--- src/rtl/mem_bus_arbiter_if.sv ---
// Request/grant bundle between the bus arbiter and its requesters (CPU sequencer + external masters).
interface mem_bus_arbiter_if #(
  parameter int unsigned NUM_DEV = 4,
  parameter int unsigned ID_W    = 2
);
  logic               cpu_req;
  logic               cpu_gnt;
  logic [NUM_DEV-1:0] dev_req;
  logic [NUM_DEV-1:0] dev_gnt;
  logic               owner_valid;
  logic               owner_is_cpu;
  logic [ID_W-1:0]    owner_dev;
  logic               preempt;

  modport master (
    output cpu_req, dev_req,
    input  cpu_gnt, dev_gnt, owner_valid, owner_is_cpu, owner_dev, preempt
  );

  modport slave (
    input  cpu_req, dev_req,
    output cpu_gnt, dev_gnt, owner_valid, owner_is_cpu, owner_dev, preempt
  );
endinterface

--- src/rtl/mem_bus_arbiter.sv ---
// Shared memory bus arbiter: CPU priority with one-shot device fairness, device round-robin,
// burst-limit preemption and a single dead turnaround cycle between owners.
module mem_bus_arbiter #(
  parameter int unsigned NUM_DEV   = 4,
  parameter int unsigned BURST_MAX = 16,
  parameter int unsigned CNT_W     = 8,
  parameter int unsigned ID_W      = 2
) (
  input  logic             clk,
  input  logic             reset,
  mem_bus_arbiter_if.slave bus
);

  typedef enum logic [1:0] {IDLE, OWN_CPU, OWN_DEV, TURN} state_t;

  state_t             r_state;
  logic [CNT_W-1:0]   r_cnt;
  logic [ID_W-1:0]    r_last;
  logic               r_dev_turn;
  logic               r_cpu_gnt;
  logic [NUM_DEV-1:0] r_dev_gnt;
  logic               r_owner_valid;
  logic               r_owner_is_cpu;
  logic [ID_W-1:0]    r_owner_dev;
  logic               r_preempt;

  logic               w_any_dev;
  logic               w_found;
  logic [ID_W-1:0]    w_idx;
  logic [ID_W-1:0]    w_rr_win;
  logic               w_other_dev;
  logic               w_pick_dev;
  logic               w_pick_cpu;
  logic               w_at_limit;

  assign bus.cpu_gnt      = r_cpu_gnt;
  assign bus.dev_gnt      = r_dev_gnt;
  assign bus.owner_valid  = r_owner_valid;
  assign bus.owner_is_cpu = r_owner_is_cpu;
  assign bus.owner_dev    = r_owner_dev;
  assign bus.preempt      = r_preempt;

  // Round-robin search starts just after the last granted device and wraps.
  always_comb begin
    w_any_dev = |bus.dev_req;
    w_found   = 1'b0;
    w_idx     = '0;
    w_rr_win  = '0;
    for (int unsigned k = 1; k <= NUM_DEV; k++) begin
      w_idx = ID_W'((32'(r_last) + k) % NUM_DEV);
      if (!w_found && bus.dev_req[w_idx]) begin
        w_found  = 1'b1;
        w_rr_win = w_idx;
      end
    end
    w_other_dev = |(bus.dev_req & ~(NUM_DEV'(1) << r_owner_dev));
    w_pick_dev  = w_any_dev && (r_dev_turn || !bus.cpu_req);
    w_pick_cpu  = bus.cpu_req && !(r_dev_turn && w_any_dev);
    w_at_limit  = (r_cnt == CNT_W'(BURST_MAX - 1));
  end

  always_ff @(posedge clk or negedge reset) begin
    if (!reset) begin
      r_state        <= IDLE;
      r_cnt          <= '0;
      r_last         <= ID_W'(NUM_DEV - 1);
      r_dev_turn     <= 1'b0;
      r_cpu_gnt      <= 1'b0;
      r_dev_gnt      <= '0;
      r_owner_valid  <= 1'b0;
      r_owner_is_cpu <= 1'b0;
      r_owner_dev    <= '0;
      r_preempt      <= 1'b0;
    end else begin
      r_preempt <= 1'b0;
      case (r_state)
        IDLE, TURN: begin
          if (w_pick_dev) begin
            r_state        <= OWN_DEV;
            r_cnt          <= '0;
            r_last         <= w_rr_win;
            r_dev_turn     <= 1'b0;
            r_cpu_gnt      <= 1'b0;
            r_dev_gnt      <= NUM_DEV'(1) << w_rr_win;
            r_owner_valid  <= 1'b1;
            r_owner_is_cpu <= 1'b0;
            r_owner_dev    <= w_rr_win;
          end else if (w_pick_cpu) begin
            r_state        <= OWN_CPU;
            r_cpu_gnt      <= 1'b1;
            r_dev_gnt      <= '0;
            r_owner_valid  <= 1'b1;
            r_owner_is_cpu <= 1'b1;
            r_owner_dev    <= '0;
          end else begin
            r_state        <= IDLE;
            r_cpu_gnt      <= 1'b0;
            r_dev_gnt      <= '0;
            r_owner_valid  <= 1'b0;
            r_owner_is_cpu <= 1'b0;
            r_owner_dev    <= '0;
          end
        end
        OWN_CPU: begin
          if (!bus.cpu_req) begin
            r_state        <= TURN;
            r_cpu_gnt      <= 1'b0;
            r_owner_valid  <= 1'b0;
            r_owner_is_cpu <= 1'b0;
            if (w_any_dev) r_dev_turn <= 1'b1;
          end
        end
        OWN_DEV: begin
          if (!bus.dev_req[r_owner_dev] || (w_at_limit && (bus.cpu_req || w_other_dev))) begin
            r_state       <= TURN;
            r_dev_gnt     <= '0;
            r_owner_valid <= 1'b0;
            r_owner_dev   <= '0;
            r_preempt     <= bus.dev_req[r_owner_dev];
          end else if (!w_at_limit) begin
            r_cnt <= r_cnt + 1'b1;
          end
        end
        default: r_state <= IDLE;
      endcase
    end
  end

endmodule

--- src/flat_wrapper.sv ---
// flat-port wrapper written by rule: the top's interface ports become plain ports
module mem_bus_arbiter_flat 
#(
  parameter int unsigned NUM_DEV   = 4,
  parameter int unsigned BURST_MAX = 16,
  parameter int unsigned CNT_W     = 8,
  parameter int unsigned ID_W      = 2
)
  (clk, reset, bus_cpu_req, bus_dev_req, bus_cpu_gnt, bus_dev_gnt, bus_owner_valid, bus_owner_is_cpu, bus_owner_dev, bus_preempt);
  mem_bus_arbiter_if #(.NUM_DEV(NUM_DEV), .ID_W(ID_W)) bus_i ();
  input  logic clk;
  input  logic reset;
  input wire logic [$bits(bus_i.cpu_req)-1:0] bus_cpu_req;
  input wire logic [$bits(bus_i.dev_req)-1:0] bus_dev_req;
  output wire logic [$bits(bus_i.cpu_gnt)-1:0] bus_cpu_gnt;
  output wire logic [$bits(bus_i.dev_gnt)-1:0] bus_dev_gnt;
  output wire logic [$bits(bus_i.owner_valid)-1:0] bus_owner_valid;
  output wire logic [$bits(bus_i.owner_is_cpu)-1:0] bus_owner_is_cpu;
  output wire logic [$bits(bus_i.owner_dev)-1:0] bus_owner_dev;
  output wire logic [$bits(bus_i.preempt)-1:0] bus_preempt;
  assign bus_i.cpu_req = bus_cpu_req;
  assign bus_i.dev_req = bus_dev_req;
  assign bus_cpu_gnt = bus_i.cpu_gnt;
  assign bus_dev_gnt = bus_i.dev_gnt;
  assign bus_owner_valid = bus_i.owner_valid;
  assign bus_owner_is_cpu = bus_i.owner_is_cpu;
  assign bus_owner_dev = bus_i.owner_dev;
  assign bus_preempt = bus_i.preempt;
  mem_bus_arbiter #(.NUM_DEV(NUM_DEV), .BURST_MAX(BURST_MAX), .CNT_W(CNT_W), .ID_W(ID_W)) u_core (.clk(clk), .reset(reset), .bus(bus_i));
endmodule
--- config.mk ---
export PLATFORM = sky130hd
export DESIGN_NAME = mem_bus_arbiter_flat
export DESIGN_NICKNAME = d
export VERILOG_FILES = /design/src/rtl/mem_bus_arbiter_if.sv /design/src/rtl/mem_bus_arbiter.sv /design/src/flat_wrapper.sv
export SDC_FILE = /design/constraint.sdc
export NUM_CORES = 1
export LEC_CHECK = 0
export ABC_AREA = 1
export ABC_CLOCK_PERIOD_IN_PS = 1900
export CAP_MARGIN = 20
export CORE_AREA = 2 2 68 70
export DETAILED_ROUTE_END_ITERATION = 8
export DIE_AREA = 0 0 70 72
export DONT_BUFFER_PORTS = 1
export PLACE_DENSITY = 0.53
export SYNTH_ARGS = -nofsm -noshare
export SYNTH_HDL_FRONTEND = slang
export SYNTH_SLANG_ARGS = --single-unit
--- constraint.sdc ---
create_clock -name clk -period 1.9 [get_ports clk]
set_input_delay 0.38 -clock clk [delete_from_list [all_inputs] [get_ports clk]]
set_output_delay 0.38 -clock clk [all_outputs]
set_load 0.05 [all_outputs]
==> impl_metrics.tcl, run 1 <==
set metrics [dict create \
    seqCellArea_um2 553.0 \
    layout-drive-gt1-share_pct 15.31 \
    hpwl_mm 2.263 \
    gr-total-overflow 0 \
    clock-sinks 22 \
    grt_pass1_wl_mm 5.651 \
    syn_avg_cell_area_um2 7.258 \
    period_minus_slack_ns 1.666 \
    yosysSeqAreaShare_pct 37.91 \
    cts-root-buf "clkbuf_8" \
    worstMarginPinSlew_ns 0.4746 \
    vias 1256 \
    viasPerCell 4.812 \
    drt.antenna.violating_nets 0 \
    start_util_pct 34.21 \
    crit_path_start_kind "register" \
    layout.nets 220 \
    reg2reg_slack_ns 0.23 \
    cts_buffer_depth 2 \
    r2r-start "u_core.r_last[0]" \
    port_buffers 0 \
    rr_endpoint "u_core.bus.dev_gnt[0]" \
    areaGrowthSynthToFinish_pct 11.15 \
    dr_wl_met2_mm 1.400 \
    synthesis.nets 211 \
    clock_skew_ns 0.002786 \
    place.gp.congestion 0.8092 \
    layout.cells.non_filler 261 \
    setup-tns-final_ns 0 \
    antenna_found_initial 0 \
    first_pass_iters 4 \
    relSlewSlack_pct 68.26 \
    remaining_drc_errors 0 \
    slew_violations 0 \
    p_leak_uw 0.0008012 \
    pin_count 17 \
    die_w_um 70 \
    final_common_cell "nand2_1" \
    criticalPathCategory "register to register" \
    dieArea_mm2 0.005040 \
    fillers 434 \
    cp_max_fo 9 \
    top_layer "met4" \
    r2r_cells 10 \
    wl_met3_um 129 \
    place_inst 254 \
    rsz0062_at_grt "no" \
    grt_start_max_net_pins 23 \
    syn-instance-count 201 \
    end_kind "register" \
    hp-start "bus_cpu_req" \
    required_ns 2.11 \
    min_path_type "input pin to register" \
    h-tree-depth 1 \
    insertedDiodeCount 0 \
    min_path_cells 2 \
    cts_buffers 3 \
    insertion_delay_ns 0.27 \
    cts_tree "yes" \
    mostFrequentLayoutCells "nand2_1 (69), dfrtp_1 (20), inv_1 (15), nand3_1 (14), o21ai_0 (11)" \
    status "finished, final reports clean" \
    wl_met1_mm 1.543 \
    max_freq_ghz 0.6001 \
    clk_pin_slew_worst_paths_ns 0.08 \
    vdd_ir_drop_max_v 0.0007548 \
    finalCritPeriodShare_pct 87.70 \
    ys_seq_elements 22 \
    synth_cell_types 27 \
    grt_pass1_vias 1251 \
    maxCapViolCount 0 \
    die_h_um 72 \
    setup_violations 0 \
    power_density_mw_per_mm2 1710 \
    grtUsageTotal_pct 13.68 \
    multiInputGateArea_um2 807.0 \
    first_iter_violations 49 \
    rows 24 \
    wl_per_cell_um 11.80 \
    finalHoldViolCount 0 \
    core_mm2 0.004264 \
    yosys_warnings 0 \
    synth_area_mm2 0.001459 \
    arrival_ns 1.87 \
    drt-total-wl_mm 3.080 \
    hold_end "u_core.bus.owner_valid" \
]
metrics by stage:
stage	worst slack (ns)	hold WS (ns)	total power [uW]	area, um2	util, %
3_3_place_gp	0.1917	0.08514	2404	1526	35.80
2_1_floorplan	0.1805	0.08441	2139	1459	-
5_1_grt	0.05053	0.4041	3097	1622	38.03
6_report	0.2337	0.3725	2773	1622	38.03
4_1_cts	0.1720	0.3717	2755	1592	37.32
3_5_place_dp	0.2058	0.08501	2386	1526	35.80
per-layer routing:
metal / track usage, % / vias to the layer above
met5: 0 / -
met4: 2.137 / 0
met3: 4.028 / 2
met2: 22.86 / 18
met1: 18.06 / 563
li1: - / 673
cell families after synthesis:
group                    Yosys count  synth area share (%)
buffers and inverters             23                 7.289
flip-flops                        22                 37.91
XOR/XNOR                           6                 3.602
adder cells (fa/ha/maj)            3                 2.573
AND/OR/NAND/NOR                  116                 36.45
AO/OA/AOI/OAI                     31                 12.18
where the power goes:
part	leakage, uW	internal (uW)	switching, uW	total, uW
logic	0.000487	500	1110	1610
clock network	0.0000288	185	159	344
registers	0.000285	611	205	816
worst max path at each step:
stage / depth (start not counted) / to / from
2_1_floorplan: 8 / u_core.r_cnt[6] / u_core.bus.owner_dev[0]
6_report: 10 / u_core.bus.dev_gnt[0] / u_core.r_last[0]
3_5_place_dp: 7 / u_core.r_cnt[7] / u_core.r_state[0]
4_1_cts: 10 / u_core.bus.dev_gnt[0] / u_core.r_last[0]
5_1_grt: 11 / u_core.bus.dev_gnt[0] / u_core.r_last[0]
3_3_place_gp: 10 / u_core.bus.dev_gnt[0] / u_core.r_last[0]
state kept, by name (all words and copies together) (netlist names):
register and flops:
u_core.r_dev_turn 1, u_core.bus.dev_gnt 4, u_core.r_state 2, u_core.bus.cpu_gnt 1, u_core.bus.preempt 1, u_core.bus.owner_dev 2
u_core.bus.owner_valid 1, u_core.r_last 2, u_core.r_cnt 8
what timing repair did:
action,in CTS,in global routing
resized for setup,0,2
endpoints found under the hold margin,22,0
setup endpoints to repair,0,8
hold buffers,1,0
buffers inserted,0,1
critical path, stage by stage (launching register included):
cell and delay, ns:
dfstp_2 0.58, inv_2 0.09, nand2_1 0.09, nand2_1 0.08, nand2_2 0.10, nand2_2 0.07
nor2_4 0.11, nand4_1 0.17, nand2_1 0.14, nand3_1 0.09, nand2_1 0.08
synth_stat cells, drive strengths merged:
cell / count / area (um2)
ha: 3 / 37.54
o21bai: 1 / 7.510
o21ai: 19 / 95.09
xnor2: 2 / 17.52
nand2: 77 / 314.1
nor2: 12 / 52.55
nand4: 7 / 50.05
a21oi: 5 / 25.02
nand3: 16 / 90.09
nor3: 4 / 25.02
o31ai: 6 / 50.05
xor2: 4 / 35.03
dfrtp: 20 / 500.5
dfstp: 2 / 52.55
buf: 4 / 35.03
inv: 19 / 71.31
cell type report:
cell class	instances	share of cell area [%]
Multi-Input combinational cell	156	49.77
Sequential cell	22	34.10
Inverter	19	4.398
Timing Repair Buffer	8	4.321
Tap cell	52	4.012
Clock buffer	4	3.395
Power figures use the tool's default switching activity.
==> inputs of run 2 (changes only) <==
--- a/config.mk
+++ b/config.mk
@@ -12,7 +12,8 @@
 export DETAILED_ROUTE_END_ITERATION = 8
 export DIE_AREA = 0 0 70 72
 export DONT_BUFFER_PORTS = 1
-export PLACE_DENSITY = 0.53
+export PLACE_DENSITY = 0.57
+export SKIP_LAST_GASP = 1
 export SYNTH_ARGS = -nofsm -noshare
 export SYNTH_HDL_FRONTEND = slang
 export SYNTH_SLANG_ARGS = --single-unit
==> run 2 against run 1 <==
Compared with the run above: critical path depth fell by 3; via count is 4.1% higher; design area fell by 1.1%; critical path type unchanged; largest power group unchanged.
==> impl_metrics.tcl, run 2 (synthesized netlist as in run 1, its figures left out) <==
set metrics [dict create \
    grtUsageTotal_pct 13.03 \
    hp-start "bus_cpu_req" \
    setup_violations 0 \
    insertion_delay_ns 0.26 \
    rr_endpoint "u_core.r_cnt[3]" \
    first_iter_violations 61 \
    first_pass_iters 4 \
    place_area_mm2 0.001519 \
    place_inst 253 \
    mostFrequentLayoutCells "nand2_1 (69), dfrtp_1 (20), inv_1 (15), nand3_1 (14)" \
    wl_per_cell_um 11.72 \
    port_buffers 0 \
    finalCritPeriodShare_pct 90.30 \
    rows 24 \
    p_total_uw 2708 \
    sequentialPowerShare_pct 30.7 \
    clock_skew_ns 0.001619 \
    drt-total-wl_mm 3.058 \
    min_path_type "input pin to register" \
    die_w_um 70 \
    remaining_drc_errors 0 \
    min_path_cells 2 \
    insertedDiodeCount 0 \
    max_freq_ghz 0.5829 \
    r2r-start "u_core.r_state[0]" \
    cts_buffer_depth 2 \
    clk_pin_slew_worst_paths_ns 0.08 \
    dieArea_mm2 0.005040 \
    place.gp.congestion 0.8242 \
    hold_end "u_core.bus.owner_valid" \
    maxCapViolCount 0 \
    finalHoldViolCount 0 \
    p_clk_share_pct 11.0 \
    cts-root-buf "clkbuf_8" \
    relSlewSlack_pct 61.62 \
    clock-sinks 22 \
    core_mm2 0.004264 \
    r2r_cells 7 \
    criticalPathCategory "register to register" \
    final_area_mm2 0.001604 \
    worstMarginPinSlew_ns 0.5739 \
    end_kind "register" \
    required_ns 2.07 \
    hpwl_mm 2.290 \
    cts_buffers 3 \
    layout.nets 220 \
    start_util_pct 34.21 \
    cp_max_fo 15 \
    reg2reg_slack_ns 0.18 \
    die_h_um 72 \
    viasPerCell 5.011 \
    layout-drive-gt1-share_pct 14.35 \
    drt.antenna.violating_nets 0 \
    largest_reg_flops 8 \
    status "finished, final reports clean" \
    p_sw_share_pct 54.01 \
    areaGrowthSynthToFinish_pct 9.949 \
    p_sw_uw 1462 \
    grt_pass1_vias 1233 \
    p_leak_uw 0.0007932 \
    layout.cells.non_filler 261 \
    grt_start_max_net_pins 23 \
    gr-total-overflow 0 \
    arrival_ns 1.88 \
    vdd_ir_drop_max_v 0.0006883 \
    p_comb_share_pct 58.3 \
    hold_slack_ns 0.3754 \
    crit_path_start_kind "register" \
    p_int_uw 1245 \
    cts_tree "yes" \
    period_minus_slack_ns 1.716 \
    largest-register "u_core.r_cnt" \
    worst_slack_ns 0.1844 \
    pre_cts_slack_ns 0.1416 \
    vias 1308 \
    pin_count 17 \
    antenna_found_initial 0 \
    grt_pass1_wl_mm 5.388 \
    power_density_mw_per_mm2 1688 \
    slew_violations 0 \
    h-tree-depth 1 \
    final_common_cell "nand2_1" \
]
-- run 2: layout make-up --
type                       instances  area (um2)
timing repair buffer               8       70.07
tap                               52       65.06
inverter                          19       71.32
clock buffer                       4       45.04
fill                             472        2660
multi-input combinational        156       799.5
sequential                        22       553.0
-- run 2: through the flow --
step / TNS, ns / utilization [%]
finish: 0 / 37.62
global route: -0.003071 / 37.62
CTS: 0 / 36.91
detailed placement: 0 / 35.62
global placement: 0 / 35.62
floorplan: 0 / -
-- run 2: timing repair --
action	4_1_cts	5_1_grt
buffers inserted	0	2
resized for setup	0	0
setup endpoints to repair	0	6
endpoints found under the hold margin	22	0
hold buffers	1	0
-- run 2: worst max-delay path by stage --
stage / cells after the start / from / end
2_1_floorplan: 8 / u_core.bus.owner_dev[0] / u_core.r_cnt[6]
3_5_place_dp: 11 / u_core.r_last[0] / u_core.bus.dev_gnt[0]
6_report: 7 / u_core.r_state[0] / u_core.r_cnt[3]
3_3_place_gp: 11 / u_core.r_last[0] / u_core.bus.dev_gnt[1]
5_1_grt: 10 / u_core.r_last[0] / u_core.bus.dev_gnt[0]
4_1_cts: 10 / u_core.r_last[0] / u_core.bus.dev_gnt[0]
-- run 2: power by group through the flow --
| stage | sequential [uW] | combinational [uW] | clock [uW] |
|---|---|---|---|
| after floorplan | 878 | 1260 | 0 |
| after global placement | 847 | 1530 | 0 |
| after detailed placement | 847 | 1530 | 0 |
| after CTS | 841 | 1550 | 312 |
| after global routing | 846 | 1830 | 333 |
| final | 831 | 1580 | 299 |
-- run 2: critical path: stages, from the launching register on --
cell and delay, ns:
dfrtp_1 0.37, inv_1 0.05, ha_1 0.33, inv_1 0.16, a21oi_1 0.07, nor2_1 0.16, nand2_2 0.21, o31ai_1 0.27
-- run 2: metal layers --
metal	GRT usage, %	wire (um)	up-vias
met4	2.564	14	0
li1	-	-	681
met5	0	0	-
met1	17.54	1513	595
met2	20.95	1368	28
met3	4.028	161	4
